--- config.mk ---
export PLATFORM = sky130hd
export DESIGN_NAME = stopwatch_ctrl_flat
export DESIGN_NICKNAME = d
export VERILOG_FILES = /design/src/rtl/stopwatch_ctrl_if.sv /design/src/rtl/stopwatch_ctrl.sv /design/src/flat_wrapper.sv
export SDC_FILE = /design/constraint.sdc
export NUM_CORES = 1
export LEC_CHECK = 0
export CORE_MARGIN = 8
export CORE_UTILIZATION = 40
export DETAILED_ROUTE_END_ITERATION = 8
export DONT_BUFFER_PORTS = 1
export GPL_TIMING_DRIVEN = 0
export PLACE_DENSITY = 0.61
export SLEW_MARGIN = 10
export SYNTH_ARGS = -nofsm -noshare
export SYNTH_HDL_FRONTEND = slang
export SYNTH_SLANG_ARGS = --single-unit
--- constraint.sdc ---
create_clock -name clk -period 1.92 [get_ports clk]
set_input_delay 0.48 -clock clk [delete_from_list [all_inputs] [get_ports clk]]
set_output_delay 0.48 -clock clk [all_outputs]
set_load 0.01 [all_outputs]
--- src/rtl/stopwatch_ctrl_if.sv ---
// Button/status bundle between the debounced button front end and the stopwatch run control.
// The master drives button levels; the slave (stopwatch_ctrl) drives count and status outputs.
interface stopwatch_ctrl_if #(
  parameter int unsigned CNT_W = 19
);
  logic             btn_start;
  logic             btn_lap;
  logic             btn_clear;
  logic [CNT_W-1:0] count;
  logic [CNT_W-1:0] disp_count;
  logic [2:0]       state;
  logic             running;
  logic             frozen;
  logic             tick;
  logic             overflow;

  modport master (
    output btn_start, btn_lap, btn_clear,
    input  count, disp_count, state, running, frozen, tick, overflow
  );

  modport slave (
    input  btn_start, btn_lap, btn_clear,
    output count, disp_count, state, running, frozen, tick, overflow
  );
endinterface

--- src/rtl/stopwatch_ctrl.sv ---
// Stopwatch run control: button edge detect, tick prescaler, elapsed counter,
// lap freeze, clear and saturating auto-stop at MAX_COUNT.
module stopwatch_ctrl #(
  parameter int unsigned TICK_DIV  = 1000000,
  parameter int unsigned CNT_W     = 19,
  parameter int unsigned MAX_COUNT = 359999
) (
  input logic             clk,
  input logic             reset,
  stopwatch_ctrl_if.slave sw
);

  localparam logic [2:0] StIdle     = 3'b000;
  localparam logic [2:0] StRun      = 3'b001;
  localparam logic [2:0] StPause    = 3'b010;
  localparam logic [2:0] StLap      = 3'b011;
  localparam logic [2:0] StLapPause = 3'b100;
  localparam logic [2:0] StDone     = 3'b101;

  localparam int unsigned DivW = (TICK_DIV > 1) ? $clog2(TICK_DIV) : 1;
  localparam logic [DivW-1:0]  DivLast = DivW'(TICK_DIV - 1);
  localparam logic [CNT_W-1:0] CntMax  = CNT_W'(MAX_COUNT);

  logic [2:0]       state_q, state_d;
  logic [CNT_W-1:0] count_q, count_d;
  logic [CNT_W-1:0] lap_q, lap_d;
  logic [DivW-1:0]  div_q, div_d;
  logic             tick_q, tick_d;
  logic             btn_start_q, btn_lap_q, btn_clear_q;

  logic press_start, press_lap, press_clear;
  logic is_running, is_frozen;
  logic tick_evt, last_tick;

  assign press_start = sw.btn_start & ~btn_start_q;
  assign press_lap   = sw.btn_lap & ~btn_lap_q;
  assign press_clear = sw.btn_clear & ~btn_clear_q;

  assign is_running = (state_q == StRun) || (state_q == StLap);
  assign is_frozen  = (state_q == StLap) || (state_q == StLapPause);
  assign tick_evt   = is_running && (div_q == DivLast);
  assign last_tick  = tick_evt && (count_q == CntMax - 1'b1);

  always_comb begin
    state_d = state_q;
    count_d = count_q;
    lap_d   = lap_q;
    div_d   = div_q;
    tick_d  = 1'b0;

    // Prescaler only moves while running; pausing holds sub-tick time.
    if (is_running) begin
      if (tick_evt) begin
        div_d   = '0;
        count_d = count_q + 1'b1;
        tick_d  = 1'b1;
      end else begin
        div_d = div_q + 1'b1;
      end
    end

    case (state_q)
      StIdle: begin
        if (press_clear) begin
          count_d = '0;
          lap_d   = '0;
          div_d   = '0;
        end else if (press_start) begin
          state_d = StRun;
        end
      end
      StRun: begin
        if (press_start) begin
          state_d = StPause;
        end else if (press_lap) begin
          state_d = StLap;
          lap_d   = count_q;
        end
      end
      StLap: begin
        if (press_start) begin
          state_d = StLapPause;
        end else if (press_lap) begin
          state_d = StRun;
        end
      end
      StPause: begin
        if (press_clear) begin
          state_d = StIdle;
          count_d = '0;
          lap_d   = '0;
          div_d   = '0;
        end else if (press_start) begin
          state_d = StRun;
        end
      end
      StLapPause: begin
        if (press_clear) begin
          state_d = StIdle;
          count_d = '0;
          lap_d   = '0;
          div_d   = '0;
        end else if (press_start) begin
          state_d = StLap;
        end else if (press_lap) begin
          state_d = StPause;
        end
      end
      StDone: begin
        if (press_clear) begin
          state_d = StIdle;
          count_d = '0;
          lap_d   = '0;
          div_d   = '0;
        end
      end
      default: state_d = StIdle;
    endcase

    // Reaching the terminal count overrides any coincident start/lap press.
    if (last_tick) begin
      state_d = StDone;
      div_d   = '0;
      lap_d   = lap_q;
    end
  end

  always_ff @(posedge clk or negedge reset) begin
    if (!reset) begin
      state_q     <= StIdle;
      count_q     <= '0;
      lap_q       <= '0;
      div_q       <= '0;
      tick_q      <= 1'b0;
      btn_start_q <= 1'b1;
      btn_lap_q   <= 1'b1;
      btn_clear_q <= 1'b1;
    end else begin
      state_q     <= state_d;
      count_q     <= count_d;
      lap_q       <= lap_d;
      div_q       <= div_d;
      tick_q      <= tick_d;
      btn_start_q <= sw.btn_start;
      btn_lap_q   <= sw.btn_lap;
      btn_clear_q <= sw.btn_clear;
    end
  end

  assign sw.count      = count_q;
  assign sw.disp_count = is_frozen ? lap_q : count_q;
  assign sw.state      = state_q;
  assign sw.running    = is_running;
  assign sw.frozen     = is_frozen;
  assign sw.tick       = tick_q;
  assign sw.overflow   = (state_q == StDone);

endmodule

--- src/flat_wrapper.sv ---
// flat-port wrapper written by rule: the top's interface ports become plain ports
module stopwatch_ctrl_flat 
#(
  parameter int unsigned TICK_DIV  = 1000000,
  parameter int unsigned CNT_W     = 19,
  parameter int unsigned MAX_COUNT = 359999
)
  (clk, reset, sw_btn_start, sw_btn_lap, sw_btn_clear, sw_count, sw_disp_count, sw_state, sw_running, sw_frozen, sw_tick, sw_overflow);
  stopwatch_ctrl_if #(.CNT_W(CNT_W)) sw_i ();
  input logic clk;
  input logic reset;
  input wire logic [$bits(sw_i.btn_start)-1:0] sw_btn_start;
  input wire logic [$bits(sw_i.btn_lap)-1:0] sw_btn_lap;
  input wire logic [$bits(sw_i.btn_clear)-1:0] sw_btn_clear;
  output wire logic [$bits(sw_i.count)-1:0] sw_count;
  output wire logic [$bits(sw_i.disp_count)-1:0] sw_disp_count;
  output wire logic [$bits(sw_i.state)-1:0] sw_state;
  output wire logic [$bits(sw_i.running)-1:0] sw_running;
  output wire logic [$bits(sw_i.frozen)-1:0] sw_frozen;
  output wire logic [$bits(sw_i.tick)-1:0] sw_tick;
  output wire logic [$bits(sw_i.overflow)-1:0] sw_overflow;
  assign sw_i.btn_start = sw_btn_start;
  assign sw_i.btn_lap = sw_btn_lap;
  assign sw_i.btn_clear = sw_btn_clear;
  assign sw_count = sw_i.count;
  assign sw_disp_count = sw_i.disp_count;
  assign sw_state = sw_i.state;
  assign sw_running = sw_i.running;
  assign sw_frozen = sw_i.frozen;
  assign sw_tick = sw_i.tick;
  assign sw_overflow = sw_i.overflow;
  stopwatch_ctrl #(.TICK_DIV(TICK_DIV), .CNT_W(CNT_W), .MAX_COUNT(MAX_COUNT)) u_core (.clk(clk), .reset(reset), .sw(sw_i));
endmodule
## After elaboration in Yosys (flattened, before gate mapping)

Index checks and enable logic that the tools add are counted.

| cells by class | value |
|---|---|
| $add $sub $neg | 2 |
| multiply operators | 0 |
| div/mod/pow operators | 0 |
| magnitude comparators | 0 |
| equality and inequality tests | 15 |
| shift operators | 0 |
| multiplexer cells | 29 |
| bitwise operators | 7 |
| reductions and logical operators | 9 |

Operator list:

| cell | number |
|---|---|
| 19-bit 2-to-1 mux | 8 |
| 20-bit 2-to-1 mux | 5 |
| 19-bit case mux with 2 select lines | 1 |
| 3-bit 2-to-1 mux | 12 |
| 20-bit by 1-bit adder with 20-bit output, second input constant | 1 |
| 20-bit == test, second input constant | 1 |
| 19-bit by 1-bit adder with 19-bit output, second input constant | 1 |
| 19-bit == test, second input constant | 1 |
| 3-bit case mux with 6 select lines | 1 |
| 5-bit AND reduction | 2 |
| 4-bit by 1-bit != test with 1-bit output, second input constant | 2 |
| 3-bit by 2-bit == test with 1-bit output, second input constant | 2 |
| 3-bit == test, second input constant | 2 |
| 5-bit by 1-bit != test with 1-bit output, second input constant | 1 |
| 2-bit by 1-bit != test with 1-bit output, second input constant | 2 |
| 1-bit inverter | 4 |
| 4-bit OR reduction | 1 |
| 1-bit bitwise AND | 3 |
| 3-bit by 1-bit == test with 1-bit output, second input constant | 1 |
| 3-bit logical NOT | 1 |
| 3-bit by 1-bit != test with 1-bit output, second input constant | 1 |
| 3-bit != test, second input constant | 1 |
| 1-bit logical AND | 2 |
| 1-bit logical OR | 2 |
| 3 further kinds | 4 |

| word-level totals | value |
|---|---|
| flip-flop bits (word level) | 65 |
| latch bits | 0 |
| bits in writable memories | 0 |
| bits in read-only memories | 0 |
| output and inout bits | 45 |
| logic and storage cells | 70 |
| memories kept | 0 |

## Longest topological paths before layout

Gate-level depths: netlist (run 1).

| depth | value |
|---|---|
| word-level depth | 8 |
| gate-level depth with buffers | 9 |
| depth with buffers taken out | 7 |

## Worst setup path before layout (run 1)

Ideal clock, no wire load.

| path | value |
|---|---|
| path kind | register to output |
| start point | register u_core.state_q[0] (netlist: u_core.sw.state[0]) |
| end point | output port sw_disp_count[10] |
| data arrival time | 1.720 ns |
| required time | 1.440 ns |
| setup slack | -0.280 ns |
| cell stages (with the launch flop) | 7 |
| buffers on the path | 2 |
| path through | dfrtp_1 -> buf_4 -> nand2b_1 -> inv_2 -> a21oi_1 -> buf_1 -> mux2_2 |

| between the ends | value |
|---|---|
| word-level cells in the longest chain between the ends | 3 |

RTL lines:

| what | line | text |
|---|---|---|
| start, declared | stopwatch_ctrl.sv:24 | `logic [2:0] state_q, state_d;` |
| start signal, assigned | stopwatch_ctrl.sv:130 | `state_q <= StIdle;` |
| start signal, assigned | stopwatch_ctrl.sv:139 | `state_q <= state_d;` |
| 3-bit by 2-bit == test with 1-bit output / 3-bit == test (equally long branches) | stopwatch_ctrl.sv:40 | `assign is_frozen = (state_q == StLap) \|\| (state_q == StLapPause);` |
| 1-bit logical OR (*) | stopwatch_ctrl.sv:40 |  |
| 19-bit 2-to-1 mux (*) | stopwatch_ctrl.sv:151 | `assign sw.disp_count = is_frozen ? lap_q : count_q;` |
| end, declared | flat_wrapper.sv:16 | `output wire logic [$bits(sw_i.disp_count)-1:0] sw_disp_count;` |

Mark *: on every way between the ends. The rest lies on a longest branch, timed or not.

## Final worst setup path (run 1)

| path | value |
|---|---|
| start point | register u_core.state_q[2] (netlist: u_core.sw.state[2]) |
| end point | output port sw_disp_count[8] |

The elaborated chain is that of the path after synthesis.

==> qor.csv, run 1 <==
stage,metric,value,unit
clock_network,cts-root-buf,clkbuf_8,
global_routing,track_usage,15.4,%
place,dp_hpwl,5630,um
clock_network,htree_levels,3,
place,port_buffers,0,
sta,finalCritPeriodShare,122,%
floorplan,die_w,110,um
logic_synthesis,ys_seq_area_share,45.9,%
sta,hold_ws,-0.178,ns
setup_path,crit_path_start,u_core.sw.state[2]$_DFFE_PN0P_,
sta,hold_violations,65,
place,globalplace.congestion,0.845,
logic_synthesis,synth_largest_area_cell,dfrtp_1,
clock_network,cts_inserted_buffers,9,
routing,drc,0,
clock_network,clk_latency,0.35,ns
power_and_ir_drop,p_per_area,823,mW/mm2
layout,drive_gt1_share,39.2,%
logic_synthesis,synth_edf_count,0,
setup_path,arrival,1.87,ns
min_path,hold_path_class,primary input to async pin,
setup_path,critPathRequiredTime,1.44,ns
clock_network,clk_pin_slew,0.08,ns
setup_path,critical_path_class,flop to output pin,
setup_path,r2r_slack,-0.17,ns
sta,rsz0062_at_grt,yes,
layout,antennaDiodeCount,0,
sta,setup_viol,42,
run_status,outcome,"finished, violations left",
logic_synthesis,ys_seq_elements,65,
floorplan,ios,50,
routing,ant_nets,0,
setup_path,crit_end,sw_disp_count[8],
global_routing,globalRoute.totalOverflow,0,
sta,fin_tns_setup,-10.80,ns
job,max_cap_violations,0,
sta,worst_slack,-0.431,ns
sta,max_freq,425,MHz
global_routing,grt_max_degree,66,
global_routing,grt_pass1_wl,14400,um
clock_network,cts_max_path_buffers,2,
global_routing,antenna_found_initial,0,
logic_synthesis,synth.avg_cell_area,10.3,um2
logic_synthesis,syn_inst,343,
setup_path,start_kind,flop,
power_and_ir_drop,vdd_drop_max,0.338,mV
place,preCtsSetupSlack,-0.364,ns
global_routing,first_global_vias,2794,
logic_synthesis,postSynth.asyncResetShare,100,%
logic_synthesis,yosys_warnings,0,
routing,routed_wl,9030,um
setup_path,endpoint_kind,output pin,
routing,drt-vias-per-instance,5.69,
sta,layout_min_cycle_time,2.35,ns
logic_synthesis,synth_nets,351,
clock_network,cts_num_sinks,65,
layout,final_nets,388,
floorplan,start_util,40.9,%
run_status,violations,"hold timing, setup timing",
logic_synthesis,netlist.area_leader.share,43.7,%
sta,slew_violations,0,
power_and_ir_drop,fin_total_pwr,3.80,mW
global_routing,use_met2,23.7,%
floorplan,rows,34,
setup_path,r2r_end,u_core.sw.count[12]$_DFF_PN0_,
sta,tightest_slew,0.402,ns
logic_synthesis,synth_cell_types,54,
logic_synthesis,synthTopCellsByArea,"dfrtp_1 (44%), mux2_2 (6.0%), xnor2_1 (4.7%)",
floorplan,die_y,110,um
global_routing,busiest_layer,met2,
global_routing,gr-usage-met1,19.5,%
clock_network,cts_tree,done,
routing,firstDrtPassIters,4,
sta,finClkSkew,0.00754,ns
logic_synthesis,syn-cell-area,0.00355,mm2
sta,slew_headroom,73.1,%
routing,avgRoutedWirePerCell,18.3,um
setup_path,r2r-start,u_core.sw.state[2]$_DFFE_PN0P_,
routing,via_count,2807,
floorplan,dieArea,0.0121,mm2
logic_synthesis,dominantRegCellSynth,dfrtp_1,
routing,drtIter0Drc,121,
power_and_ir_drop,p_leak,2.16,nW
setup_path,worstPathMaxFanout,8,
setup_path,rr_worst_depth,7,
global_routing,met3_usage,5.17,%
floorplan,core_area,0.00868,mm2
layout,area_delta_synth_final,30.0,%
[report_power, final]
group / internal (mW) / switching [mW]
logic: 0.553 / 0.621
clock network: 0.532 / 0.551
registers: 1.45 / 0.0929
[what timing repair did]
| action | CTS | global route |
|---|---|---|
| resized for setup | 80 | 38 |
| buffers inserted | 16 | 11 |
| gates cloned | 4 | 0 |
| endpoints found under the hold margin | 65 | 65 |
| pin swaps | 24 | 31 |
| setup endpoints to repair | 76 | 78 |
[worst min path at each step]
stage / start / to / slack (ns) / cells past startpoint
after floorplan: reset / u_core.div_q[0]$_DFF_PN0_ / 0.18 / 0
after global placement: reset / u_core.lap_q[5]$_DFFE_PN0P_ / 0.19 / 0
after detailed placement: reset / u_core.lap_q[5]$_DFFE_PN0P_ / 0.19 / 0
after CTS: reset / u_core.lap_q[16]$_DFFE_PN0P_ / -0.19 / 0
after global routing: reset / u_core.lap_q[3]$_DFFE_PN0P_ / -0.21 / 0
final: reset / u_core.div_q[15]$_DFF_PN0_ / -0.18 / 0
[kinds of logic after synthesis]
family                     count (synthesis)  share of synthesized area (%)
buffers and inverters                     28                           4.05
and+or+nand+nor                          150                           25.5
DFF                                       65                           45.9
AOI/OAI and AO/OA                         50                           10.5
xor gates and xnor gates                  26                           6.42
muxes                                     21                           6.59
adders and majority gates                  3                           1.06
[critical path, stage by stage, from the launching register on]
cell      delay, ns
dfrtp_2        0.48
nand2b_4       0.20
inv_8          0.05
a21oi_4        0.18
buf_12         0.14
buf_8          0.12
mux2_4         0.33
[layout by cell type (no fill, tap or decap), types with 4 or more instances in the layout]
cell type and count:
o21ai_0 6, nand2_1 22, buf_4 16, xor2_1 7
nand4_1 10, nor2b_1 5, a22o_4 16, nor2_1 32
a21oi_2 4, nand4b_1 4, and2_1 6, inv_1 8
dfrtp_1 49, dfrtp_2 13, buf_6 14, nand3_1 8
nor4_4 5, clkbuf_8 12, nand2b_1 4, and3_1 11
mux2_4 19, a21oi_1 7, xnor2_1 19
[per-layer routing]
layer  share of wire, %  vias up
li1                   -     1302
met1                 43     1416
met2                 46       76
met3                8.5       13
met4                1.8        0
met5                  0        -
[metrics by stage]
stage	cells	hold slack (ns)	utilization, %	area (um2)
after global placement	451	0.187	43.0	3730
final	493	-0.178	53.2	4620
after detailed placement	451	0.188	43.0	3730
after CTS	484	-0.195	51.0	4430
after floorplan	343	0.184	-	3590
after global routing	493	-0.206	53.2	4620
[cells in the mapped netlist (2+ instances only)]
cell	number
dfrtp_1	62
nor2_1	33
nand2_1	22
mux2_2	19
xnor2_1	19
a22o_2	16
a21oi_1	12
and3_1	12
nand3_1	11
inv_1	10
nand4_1	10
o21ai_0	8
clkbuf_1	7
nor3_1	7
nor4_1	7
xor2_1	7
and2_1	6
nand2b_1	6
nor2b_1	5
nand4b_1	4
a22o_1	3
and4_1	3
buf_2	3
dfstp_2	3
ha_1	3
or3_1	3
a2bb2oi_1	2
a31o_2	2
a31oi_1	2
and3b_1	2
and4bb_2	2
buf_4	2
buf_6	2
mux2i_1	2
nand3_4	2
nor3_2	2
nor3b_1	2
nor4b_1	2
nor4bb_1	2
o21a_1	2
[flip-flops by register name, summed over array words and instances (netlist names)]
signal and count:
u_core.sw.tick 1, u_core.btn_clear_q 1, u_core.sw.count 19, u_core.btn_start_q 1
u_core.div_q 20, u_core.btn_lap_q 1, u_core.sw.state 3, u_core.lap_q 19
[cell type report]
class | instances | area (um2)
Buffer | 14 | 135
Clock buffer | 11 | 151
Clock inverter | 5 | 30.0
Fill cell | 755 | 4060
Inverter | 11 | 48.8
Multi-Input combinational cell | 250 | 2190
Sequential cell | 65 | 1650
Tap cell | 108 | 135
Timing Repair Buffer | 28 | 277
Timing Repair inverter | 1 | 6.26
Power figures use the tool's default switching activity.
==> run 2: changes to the inputs <==
TNS_END_PERCENT = 20   (was default)
==> qor.csv, run 2 (same netlist as run 1, synthesis figures left out) <==
stage,metric,value,unit,change
sta,setup_viol,40,,-4.8%
floorplan,die_y,110,um,unchanged
global_routing,first_global_vias,2809,,+0.54%
routing,routed_wl,8670,um,-4.0%
global_routing,track_usage,15.2,%,-0.20 points
setup_path,endpoint_kind,output pin,,
setup_path,critPathRequiredTime,1.44,ns,about the same
job,max_cap_violations,0,,unchanged
layout,regMostFlops,u_core.div_q,,
sta,layout_min_cycle_time,2.29,ns,-0.0582 ns
run_status,violations,"hold timing, setup timing",,
global_routing,globalRoute.totalOverflow,0,,unchanged
place,port_buffers,0,,unchanged
power_and_ir_drop,p_per_area,957,mW/mm2,+16%
routing,ant_nets,0,,unchanged
clock_network,cts_max_path_buffers,2,,unchanged
routing,via_count,2660,,-5.2%
layout,regArea,0.00164,mm2,-0.15%
layout,largest_register_ffs,20,,unchanged
layout,final_common_cell,dfrtp_1,,
routing,drc,0,,unchanged
floorplan,core_area,0.00868,mm2,unchanged
sta,tightest_slew,0.514,ns,+0.113 ns
layout,multi_input_area,0.00194,mm2,-11%
place,globalplace.congestion,0.831,,-1.6%
layout,area_delta_synth_final,19.8,%,
sta,finClkSkew,0.0121,ns,+0.00455 ns
routing,firstDrtPassIters,4,,unchanged
clock_network,clk_pin_slew,0.08,ns,about the same
global_routing,grt_max_degree,66,,unchanged
sta,hold_ws,-0.181,ns,-0.00286 ns
sta,max_freq,436,MHz,+2.5%
min_path,hold_path_class,primary input to async pin,,
clock_network,clk_latency,0.35,ns,about the same
clock_network,htree_levels,3,,unchanged
power_and_ir_drop,p_leak,1.88,nW,-13%
place,dp_hpwl,5710,um,+1.4%
floorplan,rows,34,,unchanged
floorplan,start_util,40.9,%,unchanged
sta,rsz0062_at_grt,yes,,
clock_network,cts-root-buf,clkbuf_8,,
clock_network,cts_inserted_buffers,9,,unchanged
setup_path,r2r_slack,-0.21,ns,-0.04 ns
setup_path,arrival,1.81,ns,-0.06 ns
layout,drive_gt1_share,30.7,%,-8.5 points
floorplan,dieArea,0.0121,mm2,unchanged
layout,final_nets,371,,-4.4%
sta,fin_tns_setup,-9.47,ns,+1.32 ns
setup_path,worstPathMaxFanout,8,,unchanged
layout,fillerInstances,807,,+6.9%
sta,finalCritPeriodShare,119,%,-3.0 points
sta,worst_slack,-0.373,ns,+0.0582 ns
sta,slew_headroom,65.6,%,-7.5 points
setup_path,start_kind,flop,,
clock_network,cts_tree,done,,
sta,slew_violations,0,,unchanged
clock_network,cts_num_sinks,65,,unchanged
routing,drt-vias-per-instance,5.59,,-1.9%
setup_path,critical_path_class,flop to output pin,,
layout,antennaDiodeCount,0,,unchanged
sta,hold_violations,65,,unchanged
power_and_ir_drop,vdd_drop_max,0.618,mV,+83%
routing,avgRoutedWirePerCell,18.2,um,-0.56%
floorplan,ios,50,,unchanged
global_routing,antenna_found_initial,0,,unchanged
run_status,outcome,"finished, violations left",,
global_routing,grt_pass1_wl,14400,um,-0.38%
floorplan,die_w,110,um,unchanged
routing,drtIter0Drc,102,,-16%
layout,most-common-layout-cells,"dfrtp_1 (51), nor2_1 (33), nand2_1 (22)",,
==> run 2: cell count changes in the layout (fill, tap and decap cells not counted), sizes merged <==
| cell | change |
|---|---|
| bufinv | +3 |
| clkinv | -3 |
| buf | -17 |
| inv | +1 |
| clkbuf | -1 |
==> run 2: area by class of cell <==
cell class                      instances  share of cell area, %
Inverter                               11                   1.15
Clock buffer                           10                   3.00
Buffer                                 17                   3.62
Clock inverter                          6                   2.68
Sequential cell                        65                   38.7
Timing Repair Buffer                    8                   1.88
Tap cell                              108                   3.18
Multi-Input combinational cell        250                   45.7
Timing Repair inverter                  1                  0.147
==> run 2: path summary, 6_finish.rpt <==
path / start / endpoint / cells past startpoint
setup / recovery: u_core.sw.state[2]$_DFFE_PN0P_ / sw_disp_count[8] / 6
hold reg to reg: u_core.lap_q[12]$_DFFE_PN0P_ / u_core.lap_q[12]$_DFFE_PN0P_ / 1
setup reg to reg: u_core.div_q[8]$_DFF_PN0_ / u_core.lap_q[0]$_DFFE_PN0P_ / 6
min in group clk: sw_btn_start / u_core.btn_start_q$_DFF_PN1_ / 0
hold / removal: reset / u_core.lap_q[17]$_DFFE_PN0P_ / 0
max in group asynchronous: reset / u_core.btn_clear_q$_DFF_PN1_ / 0
==> run 2: per-layer routing <==
| layer | share of wire, % | GRT usage [%] |
|---|---|---|
| met5 | 0 | 0 |
| met4 | 1.8 | 6.09 |
| met3 | 7.4 | 4.83 |
| met2 | 46 | 23.7 |
| met1 | 44 | 19.2 |
==> run 2: repair_timing <==
item	in CTS	in global routing
buffers inserted	5	1
hold endpoints to repair	65	65
gates resized for setup	50	20
endpoints found under the setup margin	76	71
cloned	3	0
pin swaps	5	0
==> run 2: per-stage QoR <==
stage | instance area [um2] | cells | power (mW) | setup WS (ns) | utilization, %
finish | 4250 | 476 | 4.07 | -0.373 | 49.0
global route | 4250 | 476 | 4.26 | -0.471 | 49.0
CTS | 4200 | 475 | 4.10 | -0.424 | 48.4
global placement | 3720 | 451 | 2.29 | -0.365 | 42.9
detailed placement | 3720 | 451 | 2.31 | -0.353 | 42.9
floorplan | 3590 | 343 | 2.13 | -0.00303 | -
==> run 2: power breakdown <==
group	leakage, nW	switching, mW	internal, mW	total [mW]
clock	0.113	0.558	0.867	1.43
sequential	0.872	0.0921	1.45	1.54
combinational	0.892	0.581	0.523	1.10
total	1.88	1.23	2.84	4.07
==> run 2: critical path, cell delays in order (launching register included) <==
cell and delay, ns:
dfrtp_2 0.48, nand2b_4 0.20, inv_8 0.05, a21oi_4 0.14, buf_12 0.14, buf_8 0.13
mux2_4 0.34
==> run 3: changes to the inputs <==
PLACE_DENSITY = default   (was 0.61)
==> qor.csv, run 3 (same netlist as run 1, synthesis figures left out) <==
stage,metric,value,unit,change
layout,largest_register_ffs,20,,unchanged
routing,avgRoutedWirePerCell,18.4,um,+1.1%
layout,fin_area,0.00424,mm2,-0.24%
setup_path,critPathRequiredTime,1.44,ns,about the same
place,place_area,0.00372,mm2,unchanged
global_routing,grt_max_degree,66,,unchanged
clock_network,cts_num_sinks,65,,unchanged
routing,drt-vias-per-instance,5.63,,+0.67%
sta,max_freq,431,MHz,-1.1%
layout,regMostFlops,u_core.div_q,,
sta,worst_slack,-0.400,ns,-0.0266 ns
layout,final_common_cell,dfrtp_1,,
clock_network,clk_latency,0.34,ns,about the same
layout,antennaDiodeCount,0,,unchanged
sta,hold_violations,62,,-4.6%
clock_network,cts_inserted_buffers,9,,unchanged
clock_network,clk_pin_slew,0.08,ns,about the same
layout,regArea,0.00164,mm2,-0.15%
global_routing,track_usage,15.2,%,-0.035 points
power_and_ir_drop,vdd_drop_max,0.511,mV,-17%
sta,slew_violations,0,,unchanged
setup_path,start_kind,flop,,
routing,drtIter0Drc,107,,+4.9%
layout,most-common-layout-cells,"dfrtp_1 (53), nor2_1 (33), nand2_1 (22)",,
sta,tightest_slew,0.497,ns,-0.0172 ns
clock_network,cts_tree,done,,
power_and_ir_drop,p_leak,1.89,nW,+0.56%
routing,drc,0,,unchanged
clock_network,htree_levels,3,,unchanged
run_status,violations,"hold timing, setup timing",,
job,max_cap_violations,0,,unchanged
run_status,outcome,"finished, violations left",,
setup_path,worstPathMaxFanout,5,,-3
global_routing,grt_pass1_wl,14400,um,about the same
layout,area_delta_synth_final,19.5,%,
floorplan,rows,34,,unchanged
setup_path,critical_path_class,flop to output pin,,
clock_network,cts_max_path_buffers,2,,unchanged
layout,fillerInstances,800,,-0.87%
sta,finClkSkew,0.00976,ns,-0.00234 ns
power_and_ir_drop,fin_total_pwr,4.02,mW,-1.2%
routing,via_count,2689,,+1.1%
floorplan,die_y,110,um,unchanged
sta,slew_headroom,66.8,%,+1.1 points
routing,ant_nets,0,,unchanged
power_and_ir_drop,p_per_area,948,mW/mm2,-0.94%
floorplan,dieArea,0.0121,mm2,unchanged
layout,final_nets,373,,+0.54%
sta,layout_min_cycle_time,2.32,ns,+0.0266 ns
layout,multi_input_area,0.00193,mm2,-0.64%
layout,drive_gt1_share,30.8,%,+0.10 points
setup_path,arrival,1.84,ns,+0.03 ns
routing,routed_wl,8800,um,+1.5%
floorplan,core_area,0.00868,mm2,unchanged
min_path,hold_path_class,primary input to async pin,,
place,port_buffers,0,,unchanged
place,dp_hpwl,5770,um,+1.1%
floorplan,die_w,110,um,unchanged
clock_network,cts-root-buf,clkbuf_8,,
global_routing,antenna_found_initial,0,,unchanged
place,globalplace.congestion,0.832,,+0.11%
routing,firstDrtPassIters,4,,unchanged
floorplan,start_util,40.9,%,unchanged
setup_path,endpoint_kind,output pin,,
sta,finalCritPeriodShare,121,%,+1.4 points
sta,setup_viol,42,,+5.0%
sta,rsz0062_at_grt,yes,,
sta,hold_ws,-0.174,ns,+0.00761 ns
floorplan,ios,50,,unchanged
global_routing,globalRoute.totalOverflow,0,,unchanged
global_routing,first_global_vias,2795,,-0.50%
==> run 3: worst paths after layout <==
check	from	endpoint	slack, ns	cells past startpoint
max	u_core.sw.state[0]$_DFFE_PN0P_	sw_disp_count[8]	-0.40	6
min	reset	u_core.lap_q[3]$_DFFE_PN0P_	-0.17	0
max reg2reg	u_core.sw.state[0]$_DFFE_PN0P_	u_core.lap_q[0]$_DFFE_PN0P_	-0.26	9
min reg2reg	u_core.lap_q[12]$_DFFE_PN0P_	u_core.lap_q[12]$_DFFE_PN0P_	0.50	1
max in group asynchronous	reset	u_core.btn_lap_q$_DFF_PN1_	1.89	0
min in group clk	sw_btn_clear	u_core.btn_clear_q$_DFF_PN1_	0.13	0
==> run 3: worst max-delay path, stage by stage, from the launching register on <==
cell     delay [ns]
dfrtp_2        0.44
buf_6          0.15
nor3b_4        0.24
a21oi_4        0.06
buf_12         0.14
buf_8          0.14
mux2_4         0.33
==> run 3: cell type report <==
cell class	count	share of cell area, %
Timing Repair inverter	1	0.147
Sequential cell	65	38.7
Multi-Input combinational cell	250	45.5
Buffer	17	3.63
Inverter	11	1.15
Clock inverter	6	2.12
Tap cell	108	3.18
Clock buffer	10	3.24
Timing Repair Buffer	10	2.33
==> run 3: layer usage <==
metal | track usage [%] | wire length (um) | vias to the layer above | share of wire, %
li1 | - | - | 1269 | -
met1 | 18.3 | 3910 | 1344 | 44
met2 | 24.7 | 4170 | 65 | 47
met3 | 5.81 | 644 | 11 | 7.3
met4 | 4.38 | 78 | 0 | 0.89
met5 | 0 | 0 | - | 0
==> run 3: repair_timing <==
item | in CTS | in global routing
setup endpoints to repair | 71 | 75
gates resized for setup | 53 | 14
buffers inserted | 6 | 3
hold endpoints to repair | 65 | 65
pin swaps | 12 | 2
gates cloned | 3 | 0
==> run 3: stage by stage <==
stage | std cells | setup WS [ns] | setup TNS (ns) | utilization, %
final | 478 | -0.400 | -11.14 | 48.9
after global routing | 478 | -0.473 | -16.50 | 48.9
after CTS | 476 | -0.429 | -11.37 | 48.3
after detailed placement | 451 | -0.370 | -12.86 | 42.9
after global placement | 451 | -0.357 | -11.83 | 42.9
after floorplan | 343 | -0.00303 | -0.0266 | -
==> run 3: power by group <==
| part | internal (mW) | total [mW] | switching, mW |
|---|---|---|---|
| clock | 0.771 | 1.33 | 0.555 |
| sequential | 1.45 | 1.54 | 0.0905 |
| combinational | 0.556 | 1.16 | 0.601 |
| total | 2.78 | 4.02 | 1.25 |
==> patch: new RTL, flow settings as in run 1 <==
Put a register stage on the output `sw.overflow`, without a reset. The value now appears one clock later.
--- a/src/rtl/stopwatch_ctrl.sv
+++ b/src/rtl/stopwatch_ctrl.sv
@@ -153,7 +153,9 @@
   assign sw.running    = is_running;
   assign sw.frozen     = is_frozen;
   assign sw.tick       = tick_q;
-  assign sw.overflow   = (state_q == StDone);
+  always_ff @(posedge clk) begin
+    sw.overflow <= (state_q == StDone);
+  end
 
 endmodule
 
Function: same outputs for any inputs over 10 cycles, from zero or initial values and one cycle with reset low; that may be too few to reach the edited logic, so the function may still have changed.
==> patch against run 1 <==
- the flow still finishes with violations (hold timing, setup timing)
- non-clock buffer count grew 7
- setup slack about the same
- routed wire length shrank 1.3%
- synthesized area down 4.3%
- die area shrank 3.7%
- sequential cell count increased by 1
- cell area grew 5.6%
- total power increased by 18%
- global-route usage decreased by 0.37 points
- count of clock-buffer cells in the layout down 2
- register-to-register slack worse by 260 ps
- critical path type unchanged
- critical endpoint is now sw_disp_count[9]
==> patch: results (changes against run 1) <==
pwr:
  swShare: 0.294  # was 0.333
  leakagePower_uw: 0.00222  # was 0.00216 µW
place:
  pre_cts_slack_ps: -458  # was -364 ps
  gp_congestion: 0.769  # was 0.845
sta:
  hold_viol_final: 63  # was 65
  setup_violations: 77  # was 42
  finalSetupTns_ps: -23660  # was -10800 ps
  skew_ps: 8.34  # was 7.54 ps
  slew_headroom: 0.511  # was 0.731
  layout_setup_ws_ps: -431  # about the same
  hold_ws_ps: -180  # was -178 ps
global_route:
  grt_usage: 0.150  # was 0.154
  grt_pass1_wl_um: 14000  # was 14400 µm
synthesis:
  synth_cell_types: 52  # was 54
  yosysSeqAreaShare: 0.486  # was 0.459
  synth_adder_area_share: 0.0110  # was 0.0106
  synth_xor_area_frac: 0.0747  # was 0.0642
  synth-compound-area-share: 0.0998  # was 0.105
  syn_nets: 327  # was 351
  synth-seq-cells: 66  # was 65
worst_setup_path:
  cp_max_fo: 7  # was 8
  timing.critical_path.from: "u_core.sw.state[0]"  # was u_core.sw.state[2]
  worst_r2r_path_depth: 11  # was 7
  slowest_delay_ps: 440  # was 480 ps
detailed_routing:
  vias: 2660  # was 2807
  wirelength_um: 8910  # was 9030 µm
  drt_iter0_drc: 79  # was 121
finish:
  drive_above_1_share: 0.482  # was 0.392
  layout.nets: 375  # was 388
  nFillCells: 676  # was 755
run_status:
  status: "finished with violations"  # unchanged
  violations: "hold timing, setup timing"  # unchanged
==> patch: worst max-delay path, delay by kind of cell (launching register included) <==
family                 cells  cell delay, ps
flip-flops                 1             440
buffers and inverters      3             420
multiplexers               1             330
AO/OA/AOI/OAI              1             240
AND/OR/NAND/NOR            1             100
==> patch: repair_timing <==
action	4_1_cts	5_1_grt
pin swaps	36	45
setup buffers	33	13
gates cloned	6	0
setup endpoints to repair	81	81
hold endpoints to repair	65	65
gates resized for setup	83	75
==> patch: final timing paths <==
kind,slack (ps),end
setup / recovery,-430,sw_disp_count[9]
hold / removal,-180,u_core.lap_q[14]
setup reg to reg,-430,u_core.lap_q[13]
hold reg to reg,500,u_core.lap_q[0]
max in group asynchronous,1880,u_core.btn_lap_q
min in group clk,130,u_core.btn_clear_q
==> patch: cells by family after synthesis <==
group                    count (synthesis)
AND/OR/NAND/NOR                        133
flip-flops                              66
AO/OA/AOI/OAI                           45
XOR/XNOR                                29
buffers and inverters                   22
multiplexers                            21
adder cells (fa/ha/maj)                  3
==> patch: layer usage <==
layer	track usage	wire [µm]
met1	0.188	3820
met2	0.244	4430
met3	0.0393	530
met5	0	0
met4	0.0565	128
==> patch: per-stage QoR <==
step | hold slack (ps) | utilization | cell area [µm²] | power, µW | std cells
2_1_floorplan | 184 | - | 3520 | 2290 | 319
3_3_place_gp | 187 | 0.445 | 3650 | 2440 | 424
3_5_place_dp | 187 | 0.445 | 3650 | 2450 | 424
4_1_cts | -191 | 0.564 | 4630 | 4540 | 474
5_1_grt | -201 | 0.593 | 4870 | 4680 | 476
6_report | -180 | 0.593 | 4870 | 4490 | 476
==> patch: area by class of cell <==
cell class                      count  share of cell area
Clock buffer                        9              0.0254
Sequential cell                    66               0.340
Buffer                              8              0.0208
Tap cell                          105              0.0270
Timing Repair Buffer               41               0.101
Clock inverter                      6              0.0267
Multi-Input combinational cell    231               0.448
Inverter                           10              0.0108
==> patch: power by group through the flow <==
stage / Combinational, µW / Clock (µW) / Sequential, µW
finish: 1410 / 1500 / 1570
CTS: 1420 / 1540 / 1570
detailed placement: 855 / 0 / 1590
floorplan: 718 / 0 / 1570
global placement: 846 / 0 / 1590
global route: 1510 / 1590 / 1580
